`src/rtl/ex_pkg.sv`:
```
// Shared encodings for the execute stage: ALU codes, RV32M funct3 values,
// MDU FSM states and ALU operand-B selector codes.
package ex_pkg;

  localparam logic [3:0] ALU_ADD   = 4'd0;
  localparam logic [3:0] ALU_SUB   = 4'd1;
  localparam logic [3:0] ALU_SLL   = 4'd2;
  localparam logic [3:0] ALU_SLT   = 4'd3;
  localparam logic [3:0] ALU_SLTU  = 4'd4;
  localparam logic [3:0] ALU_XOR   = 4'd5;
  localparam logic [3:0] ALU_SRL   = 4'd6;
  localparam logic [3:0] ALU_SRA   = 4'd7;
  localparam logic [3:0] ALU_OR    = 4'd8;
  localparam logic [3:0] ALU_AND   = 4'd9;
  localparam logic [3:0] ALU_PASSB = 4'd10;

  typedef enum logic [2:0] {
    MDU_MUL    = 3'd0,
    MDU_MULH   = 3'd1,
    MDU_MULHSU = 3'd2,
    MDU_MULHU  = 3'd3,
    MDU_DIV    = 3'd4,
    MDU_DIVU   = 3'd5,
    MDU_REM    = 3'd6,
    MDU_REMU   = 3'd7
  } mdu_op_e;

  typedef enum logic [1:0] {
    ST_IDLE = 2'd0,
    ST_BUSY = 2'd1,
    ST_DONE = 2'd2
  } mdu_state_e;

  localparam logic [1:0] SRCB_RS2  = 2'd0;
  localparam logic [1:0] SRCB_IMM  = 2'd1;
  localparam logic [1:0] SRCB_FOUR = 2'd2;

  function automatic logic op_is_div(input logic [2:0] op);
    return op[2];
  endfunction

  function automatic logic op_a_signed(input logic [2:0] op);
    return (op == MDU_MUL) || (op == MDU_MULH) || (op == MDU_MULHSU) ||
           (op == MDU_DIV) || (op == MDU_REM);
  endfunction

  function automatic logic op_b_signed(input logic [2:0] op);
    return (op == MDU_MUL) || (op == MDU_MULH) || (op == MDU_DIV) || (op == MDU_REM);
  endfunction

endpackage

```
`src/rtl/ex_mdu_stage_mdu_iter.sv`:
```
// Iterative RV32M unit: IDLE/BUSY/DONE FSM, shift-add multiplier and, when
// MDU_DIV_EN is defined, a restoring divider sharing the same accumulators.
module mdu_iter
  import ex_pkg::*;
#(
  parameter int XLEN = 32
) (
  input  logic            clk,
  input  logic            rst_n,
  input  logic            valid,
  input  logic            flush,
  input  logic [2:0]      op,
  input  logic [XLEN-1:0] opa,
  input  logic [XLEN-1:0] opb,
  output logic            stall,
  output logic            done,
  output logic            illegal,
  output logic [XLEN-1:0] result
);
  localparam int CNT_W = $clog2(XLEN);

  mdu_state_e        state_q, state_d;
  logic [CNT_W-1:0]  cnt_q, cnt_d;
  logic [XLEN-1:0]   hi_q, hi_d, lo_q, lo_d, opnd_q, opnd_d;
  mdu_op_e           op_q, op_d;
  logic              neg_q, neg_d;
  logic              op_ok, issue, a_sgn, b_sgn;
  logic [XLEN-1:0]   a_mag, b_mag;
  logic [XLEN:0]     mul_sum;
  logic [2*XLEN-1:0] prod_s;
`ifdef MDU_DIV_EN
  logic              rneg_q, rneg_d, div0_q, div0_d;
  logic [XLEN-1:0]   araw_q, araw_d;
  logic [XLEN:0]     div_shift, div_diff;

  assign op_ok     = 1'b1;
  assign div_shift = {hi_q, lo_q[XLEN-1]};
  assign div_diff  = div_shift - {1'b0, opnd_q};
`else
  assign op_ok     = !op_is_div(op);
`endif

  assign issue   = (state_q == ST_IDLE) && valid && !flush && op_ok;
  assign stall   = rst_n && (issue || ((state_q == ST_BUSY) && !flush));
  assign done    = (state_q == ST_DONE) && !flush;
  assign illegal = rst_n && (state_q == ST_IDLE) && valid && !flush && !op_ok;

  assign a_sgn   = op_a_signed(op) && opa[XLEN-1];
  assign b_sgn   = op_b_signed(op) && opb[XLEN-1];
  assign a_mag   = a_sgn ? -opa : opa;
  assign b_mag   = b_sgn ? -opb : opb;
  assign mul_sum = {1'b0, hi_q} + {1'b0, (lo_q[0] ? opnd_q : '0)};
  assign prod_s  = neg_q ? -{hi_q, lo_q} : {hi_q, lo_q};

  always_comb begin
    state_d = state_q;
    cnt_d   = cnt_q;
    hi_d    = hi_q;
    lo_d    = lo_q;
    opnd_d  = opnd_q;
    op_d    = op_q;
    neg_d   = neg_q;
`ifdef MDU_DIV_EN
    rneg_d  = rneg_q;
    div0_d  = div0_q;
    araw_d  = araw_q;
`endif
    unique case (state_q)
      ST_IDLE: if (issue) begin
        state_d = ST_BUSY;
        cnt_d   = CNT_W'(XLEN - 1);
        op_d    = mdu_op_e'(op);
        neg_d   = a_sgn ^ b_sgn;
        hi_d    = '0;
        // Multiply keeps the multiplier in lo; divide shifts the dividend out of lo.
        opnd_d  = op_is_div(op) ? b_mag : a_mag;
        lo_d    = op_is_div(op) ? a_mag : b_mag;
`ifdef MDU_DIV_EN
        rneg_d  = a_sgn;
        div0_d  = (opb == '0);
        araw_d  = opa;
`endif
      end
      ST_BUSY: if (flush) begin
        state_d = ST_IDLE;
      end else begin
`ifdef MDU_DIV_EN
        if (op_is_div(op_q)) begin
          hi_d = div_diff[XLEN] ? div_shift[XLEN-1:0] : div_diff[XLEN-1:0];
          lo_d = {lo_q[XLEN-2:0], !div_diff[XLEN]};
        end else
`endif
        begin
          hi_d = mul_sum[XLEN:1];
          lo_d = {mul_sum[0], lo_q[XLEN-1:1]};
        end
        cnt_d = cnt_q - 1'b1;
        if (cnt_q == '0) state_d = ST_DONE;
      end
      default: state_d = ST_IDLE;
    endcase
  end

  always_comb begin
    result = prod_s[XLEN-1:0];
    unique case (op_q)
      MDU_MULH, MDU_MULHSU, MDU_MULHU: result = prod_s[2*XLEN-1:XLEN];
`ifdef MDU_DIV_EN
      // Divide by zero bypasses sign fix-up: quotient -1, remainder = dividend.
      MDU_DIV, MDU_DIVU: result = div0_q ? '1 : (neg_q ? -lo_q : lo_q);
      MDU_REM, MDU_REMU: result = div0_q ? araw_q : (rneg_q ? -hi_q : hi_q);
`endif
      default: ;
    endcase
  end

  always_ff @(posedge clk or negedge rst_n) begin
    if (!rst_n) begin
      state_q <= ST_IDLE;
      cnt_q   <= '0;
      hi_q    <= '0;
      lo_q    <= '0;
      opnd_q  <= '0;
      op_q    <= MDU_MUL;
      neg_q   <= 1'b0;
`ifdef MDU_DIV_EN
      rneg_q  <= 1'b0;
      div0_q  <= 1'b0;
      araw_q  <= '0;
`endif
    end else begin
      state_q <= state_d;
      cnt_q   <= cnt_d;
      hi_q    <= hi_d;
      lo_q    <= lo_d;
      opnd_q  <= opnd_d;
      op_q    <= op_d;
      neg_q   <= neg_d;
`ifdef MDU_DIV_EN
      rneg_q  <= rneg_d;
      div0_q  <= div0_d;
      araw_q  <= araw_d;
`endif
    end
  end

endmodule

```
`src/rtl/ex_mdu_stage.sv`:
```
// RV32M execute stage: MEM/WB operand forwarding, single-cycle ALU and an
// iterative MDU with stall handshake. Divider is built only with MDU_DIV_EN.
module ex_mdu_stage
  import ex_pkg::*;
#(
  parameter int XLEN    = 32,
  parameter int RADDR_W = 5,
  parameter int ALUC_W  = 4
) (
  input  logic               clk,
  input  logic               rst_n,
  input  logic [ALUC_W-1:0]  ALUCode_ex,
  input  logic               ALUSrcA_ex,
  input  logic [1:0]         ALUSrcB_ex,
  input  logic               MduValid_ex,
  input  logic [2:0]         MduOp_ex,
  input  logic               Flush_ex,
  input  logic [XLEN-1:0]    Imm_ex,
  input  logic [XLEN-1:0]    PC_ex,
  input  logic [RADDR_W-1:0] rs1Addr_ex,
  input  logic [RADDR_W-1:0] rs2Addr_ex,
  input  logic [XLEN-1:0]    rs1Data_ex,
  input  logic [XLEN-1:0]    rs2Data_ex,
  input  logic [XLEN-1:0]    ALUResult_mem,
  input  logic [XLEN-1:0]    RegWriteData_wb,
  input  logic [RADDR_W-1:0] rdAddr_mem,
  input  logic [RADDR_W-1:0] rdAddr_wb,
  input  logic               RegWrite_mem,
  input  logic               RegWrite_wb,
  output logic [XLEN-1:0]    ALUResult_ex,
  output logic [XLEN-1:0]    MemWriteData_ex,
  output logic               Stall_ex,
  output logic               MduDone_ex,
  output logic               IllegalOp_ex
);
  localparam int SH_W = $clog2(XLEN);

  logic [XLEN-1:0] fwd_a, fwd_b, alu_a, alu_b, alu_out, mdu_result;
  logic            mdu_illegal;

  // MEM wins over WB; x0 is never forwarded.
  always_comb begin
    fwd_a = rs1Data_ex;
    if (RegWrite_mem && (rdAddr_mem != '0) && (rdAddr_mem == rs1Addr_ex))
      fwd_a = ALUResult_mem;
    else if (RegWrite_wb && (rdAddr_wb != '0) && (rdAddr_wb == rs1Addr_ex))
      fwd_a = RegWriteData_wb;
    fwd_b = rs2Data_ex;
    if (RegWrite_mem && (rdAddr_mem != '0) && (rdAddr_mem == rs2Addr_ex))
      fwd_b = ALUResult_mem;
    else if (RegWrite_wb && (rdAddr_wb != '0) && (rdAddr_wb == rs2Addr_ex))
      fwd_b = RegWriteData_wb;
  end

  always_comb begin
    alu_a = ALUSrcA_ex ? PC_ex : fwd_a;
    unique case (ALUSrcB_ex)
      SRCB_RS2:  alu_b = fwd_b;
      SRCB_IMM:  alu_b = Imm_ex;
      SRCB_FOUR: alu_b = XLEN'(4);
      default:   alu_b = '0;
    endcase
  end

  always_comb begin
    unique case (ALUCode_ex)
      ALU_ADD:   alu_out = alu_a + alu_b;
      ALU_SUB:   alu_out = alu_a - alu_b;
      ALU_SLL:   alu_out = alu_a << alu_b[SH_W-1:0];
      ALU_SLT:   alu_out = {{(XLEN-1){1'b0}}, $signed(alu_a) < $signed(alu_b)};
      ALU_SLTU:  alu_out = {{(XLEN-1){1'b0}}, alu_a < alu_b};
      ALU_XOR:   alu_out = alu_a ^ alu_b;
      ALU_SRL:   alu_out = alu_a >> alu_b[SH_W-1:0];
      ALU_SRA:   alu_out = $signed(alu_a) >>> alu_b[SH_W-1:0];
      ALU_OR:    alu_out = alu_a | alu_b;
      ALU_AND:   alu_out = alu_a & alu_b;
      ALU_PASSB: alu_out = alu_b;
      default:   alu_out = '0;
    endcase
  end

  mdu_iter #(.XLEN(XLEN)) u_mdu (
    .clk     (clk),
    .rst_n   (rst_n),
    .valid   (MduValid_ex),
    .flush   (Flush_ex),
    .op      (MduOp_ex),
    .opa     (fwd_a),
    .opb     (fwd_b),
    .stall   (Stall_ex),
    .done    (MduDone_ex),
    .illegal (mdu_illegal),
    .result  (mdu_result)
  );

  assign IllegalOp_ex    = mdu_illegal;
  assign MemWriteData_ex = fwd_b;
  assign ALUResult_ex    = MduDone_ex ? mdu_result : (mdu_illegal ? '0 : alu_out);

endmodule

```
`config.mk`:
```
export PLATFORM = sky130hd
export DESIGN_NAME = ex_mdu_stage
export DESIGN_NICKNAME = d
export VERILOG_FILES = /design/src/rtl/ex_pkg.sv /design/src/rtl/ex_mdu_stage_mdu_iter.sv /design/src/rtl/ex_mdu_stage.sv
export SDC_FILE = /design/constraint.sdc
export NUM_CORES = 1
export LEC_CHECK = 0
export ABC_AREA = 1
export ABC_CLOCK_PERIOD_IN_PS = 5400
export CAP_MARGIN = 5
export CORE_ASPECT_RATIO = 0.5
export CORE_MARGIN = 2
export CORE_UTILIZATION = 61
export CTS_CLUSTER_SIZE = 10
export DETAILED_ROUTE_END_ITERATION = 8
export DONT_BUFFER_PORTS = 1
export GPL_ROUTABILITY_DRIVEN = 1
export HOLD_SLACK_MARGIN = 0.12
export PLACE_DENSITY = 0.8
export SLEW_MARGIN = 20
export SYNTH_ARGS = -nofsm -noshare
export SYNTH_HDL_FRONTEND = slang
export SYNTH_SLANG_ARGS = --single-unit
```
`constraint.sdc`:
```
create_clock -name clk -period 5.4 [get_ports clk]
set_clock_uncertainty 0.2 [all_clocks]
set_input_delay 1.08 -clock clk [delete_from_list [all_inputs] [get_ports clk]]
set_output_delay 1.08 -clock clk [all_outputs]
set_load 0.01 [all_outputs]
```
==> results_dict.tcl, run 1 <==
set metrics [dict create \
    status "did not finish" \
    lastStage "5_1_grt" \
    error_message "[ERROR GRT-0232] Routing congestion too high. Check the congestion heatmap in the GUI." \
    overflow 618 \
    cts_sinks 107 \
    start_util_pct 62.1 \
    ys_warn_count 0 \
    synth_edf_count 0 \
    gp_congestion 1.27 \
    cts_buffers 9 \
    postSynthAreaPerCell_um2 5.52 \
    endpoint_type "top-level output" \
    postGrtWorstEndpoint "ALUResult_ex[17]" \
    track_usage_pct 89.2 \
    h-tree-depth 3 \
    yosysTopAreaCell "nand2_1" \
    yosys.area.top_type_share_pct 18.9 \
    ctsLongestPathBuffers 2 \
    ys.flop_type "dfrtp_1" \
    dpl.hpwl_um 93300 \
    synth_cells 4056 \
    chipHeight_um 139 \
    clockRootBuffer "clkbuf_16" \
    place_ws_ns -1.20 \
    netlist_area_um2 22400 \
    yosys-top-cells-area "nand2_1 (19%), dfrtp_1 (12%), nand3_1 (12%), inv_1 (8.6%), ha_1 (7.9%)" \
    die_w_um 275 \
    ios 295 \
    synth_nets 4429 \
    async_reset_ff_share_pct 100 \
    synth_seq_cells 107 \
    synth_cell_types 65 \
    rows 49 \
    synth-seq-area-share_pct 12.0 \
    grt_max_degree 109 \
    port_buffers 0 \
]
-- repair_timing --
action,4_1_cts
cloned,4
gates resized for setup,364
buffers inserted,54
endpoints found under the setup margin,32
hold buffers,0
pin swaps,99
-- cells in the mapped netlist, types with 21 or more instances --
library cell / number
a21oi_1: 263
o211ai_1: 25
nand4_1: 45
o221ai_1: 26
dfrtp_1: 107
nor4_1: 22
nor3_1: 66
o21ai_1: 47
clkbuf_1: 98
nand3b_1: 21
nand3_1: 522
ha_1: 142
o22ai_1: 60
nand2_1: 1128
nor2_1: 285
inv_1: 516
o21ai_0: 266
xor2_1: 38
buf_2: 51
or2_2: 48
-- metrics by stage --
stage	utilization (%)	cells	hold WS, ns	setup TNS, ns	area [µm²]
after CTS	81.5	5039	0.202	-15.05	29400
after global placement	75.2	4966	0.265	-24.84	27100
after floorplan	-	4056	0.237	-1.09	22700
after detailed placement	75.2	4966	0.267	-26.43	27100
-- metal layers --
| metal | GRT usage [%] | GRT overflow |
|---|---|---|
| met1 | 90.9 | 110 |
| met2 | 97.9 | 252 |
| met3 | 82.3 | 99 |
| met4 | 83.0 | 150 |
| met5 | 65.4 | 7 |
-- kinds of logic after synthesis --
logic type	after synthesis	share of synthesized area, %
compound gates	813	20.9
xor+xnor	53	2.07
fa+ha+maj	145	8.20
buf+inv	730	13.3
flops	107	12.0
mux	10	0.475
simple gates	2198	43.0
==> run 2, diff against run 1 <==
--- a/config.mk
+++ b/config.mk
@@ -6,17 +6,14 @@
 export NUM_CORES = 1
 export LEC_CHECK = 0
 export ABC_AREA = 1
-export ABC_CLOCK_PERIOD_IN_PS = 5400
+export ABC_CLOCK_PERIOD_IN_PS = 7000
 export CAP_MARGIN = 5
-export CORE_ASPECT_RATIO = 0.5
 export CORE_MARGIN = 2
-export CORE_UTILIZATION = 61
-export CTS_CLUSTER_SIZE = 10
+export CORE_UTILIZATION = 40
 export DETAILED_ROUTE_END_ITERATION = 8
 export DONT_BUFFER_PORTS = 1
 export GPL_ROUTABILITY_DRIVEN = 1
-export HOLD_SLACK_MARGIN = 0.12
-export PLACE_DENSITY = 0.8
+export PLACE_DENSITY_LB_ADDON = 0.15
 export SLEW_MARGIN = 20
 export SYNTH_ARGS = -nofsm -noshare
 export SYNTH_HDL_FRONTEND = slang
==> constraint.sdc (replaced) <==
create_clock -name clk -period 7 [get_ports clk]
set_clock_uncertainty 0.2 [all_clocks]
set_input_delay 1.4 -clock clk [delete_from_list [all_inputs] [get_ports clk]]
set_output_delay 1.4 -clock clk [all_outputs]
set_load 0.01 [all_outputs]
==> results_dict.tcl, run 2 <==
set metrics [dict create \
    routed_wl_um 121000 \
    regToRegStartpoint "u_mdu.lo_q[0]" \
    placed_cells 4935 \
    rows 86 \
    netlist_area_um2 22400 \
    grt_pass1_wl_um 173000 \
    leakagePower_nw 13.3 \
    antenna_left 0 \
    final_core_util_pct 47.5 \
    antenna_found_initial 10 \
    gp_congestion 1.07 \
    finalPower_mw 5.10 \
    max_slew.worst_pin.slew_ns 0.997 \
    synth_edf_count 0 \
    drive_gt1_share_pct 15.7 \
    use_met2_pct 58.6 \
    via_count 29100 \
    synth-seq-area-share_pct 12.0 \
    ys.flop_type "dfrtp_1" \
    fin_ws_ns 0.103 \
    layout_common_cells "nand2_1 (1,104), nand3_1 (508), inv_1 (503)" \
    postSynthAreaPerCell_um2 5.52 \
    viasPerCell 5.84 \
    cts_buffers 9 \
    synthTopCellsByCount "nand2_1 (1,128), nand3_1 (522), inv_1 (516), nor2_1 (285), o21ai_0 (266)" \
    cp_common_cell "nand2_1" \
    chipHeight_um 241 \
    critical_path.max_stage_delay_ns 0.38 \
    reg2reg_slack_ns 3.09 \
    r2r_end "u_mdu.hi_q[24]" \
    synth_cell_types 65 \
    grt_pass1_vias 26100 \
    synth_seq_cells 107 \
    dpl_cell_area_um2 24900 \
    hold_ws_ns 0.287 \
    max_cap_viol_count 0 \
    routedWlPerCell_um 24.3 \
    status "complete, no violations" \
    async_reset_ff_share_pct 100 \
    ios 295 \
    relSlewSlack_pct 33.0 \
    setup_viol 0 \
    drt_first_pass_iters 6 \
    startpoint_type "input pin" \
    clockRootBuffer "clkbuf_16" \
    grt_max_degree 109 \
    hold_path_class "register to register" \
    nets 4583 \
    dpl.hpwl_um 99400 \
    rr_worst_depth 19 \
    hold_buffers 0 \
    core_area_um2 55200 \
    use_met3_pct 11.4 \
    path_max_fanout 7 \
    period_minus_slack_ns 6.90 \
    layout_commonest_cell "nand2_1" \
    grt.met1_usage_pct 55.7 \
    ctsLongestPathBuffers 2 \
    irDropWorstVdd_mv 0.146 \
    clkTransAtPathRegs_ns 0.08 \
    crit_path_top_delay_cell "fa_2" \
    start_util_pct 40.6 \
    insertion_delay_ns 0.38 \
    p_per_area_nw_per_um2 195 \
    port_buffers 0 \
    fin_area_um2 26200 \
    ys_warn_count 0 \
    fin_cells 4973 \
    h-tree-depth 3 \
    track_usage_pct 40.4 \
    cts_tree "done" \
    yosysTopAreaCell "nand2_1" \
    path_class "input pin to primary output" \
    hold_start "u_mdu.cnt_q[4]" \
    synth_nets 4429 \
    finalHoldViolCount 0 \
    reg.largest.list "u_mdu.hi_q (32), u_mdu.lo_q (32), u_mdu.opnd_q (32)" \
    rsz0062_at_grt "true" \
    cp-end-kind "primary output" \
    yosys-top-cells-area "nand2_1 (19%), dfrtp_1 (12%), nand3_1 (12%), inv_1 (8.6%), ha_1 (7.9%)" \
    min_to "u_mdu.cnt_q[4]" \
    cts_sinks 107 \
    die_area_um2 57900 \
    yosysMostFrequentCell "nand2_1" \
    top_usage_layer "met2" \
    drv_slew 0 \
    cp_data_required_time_ns 5.40 \
    cp_data_arrival_time_ns 5.30 \
    overflow 0 \
    whs_path_depth 2 \
    timing.fmax_mhz 145 \
    drt-initial-drc-count 3887 \
    synth_cells 4056 \
    drc_errors 0 \
    fin_crit_sh_pct 98.5 \
    fin_tns_setup_ns 0 \
    syn_to_final_growth_pct 17.0 \
    die_w_um 241 \
    place_ws_ns -0.182 \
    yosys.area.top_type_share_pct 18.9 \
]
-- run 2: cell counts after synthesis --
No cell type changed its count.
-- run 2: where the power goes --
| group | leakage (nW) | switching (mW) | internal [mW] |
|---|---|---|---|
| clock | 0.150 | 0.283 | 0.256 |
| combinational | 11.9 | 2.33 | 1.16 |
| sequential | 1.33 | 0.276 | 0.795 |
-- run 2: worst max path at each step --
stage / from / endpoint / slack (ns) / depth (start not counted)
after floorplan: rdAddr_mem[2] / ALUResult_ex[21] / 0.49 / 29
after global placement: rdAddr_wb[1] / ALUResult_ex[25] / -0.16 / 28
after detailed placement: rdAddr_wb[1] / ALUResult_ex[25] / -0.18 / 28
after CTS: rs2Addr_ex[4] / ALUResult_ex[17] / -0.04 / 28
after global routing: rdAddr_wb[3] / ALUResult_ex[12] / -0.08 / 29
final: rdAddr_wb[3] / ALUResult_ex[12] / 0.10 / 29
-- run 2: repair_timing --
item                                    4_1_cts  5_1_grt
endpoints found under the setup margin       16       28
resized for setup                            13      195
gates cloned                                  0        1
hold endpoints to repair                      0        0
buffers inserted                              0       11
pin swaps                                     0       28
-- run 2: critical path: cells and delay by family --
family          cells  cell delay [ns]
buf+inv             9             1.11
compound gates      4             0.68
simple gates       14             1.53
fa+ha+maj           2             0.55
-- run 2: kinds of logic after synthesis --
kind of cell,after synthesis,share of synthesized area (%)
compound gates,813,20.9
xor+xnor,53,2.07
fa+ha+maj,145,8.20
buf+inv,730,13.3
flops,107,12.0
mux,10,0.475
simple gates,2198,43.0
-- run 2: final cells by class --
cell class | count | area [µm²]
Inverter | 544 | 2050
Sequential cell | 107 | 2680
Timing Repair Buffer | 328 | 2630
Clock buffer | 9 | 225
Tap cell | 748 | 936
Clock inverter | 7 | 77.6
Multi-Input combinational cell | 3220 | 17600
Fill cell | 6178 | 29000
Antenna cell | 10 | 25.0
-- run 2: routing by layer --
metal / up-vias / part of all wire, %
li1: 13800 / -
met1: 13400 / 42
met2: 1677 / 41
met3: 230 / 12
met4: 2 / 5.2
met5: - / 0.0075
(Power assumes the default switching activity.)
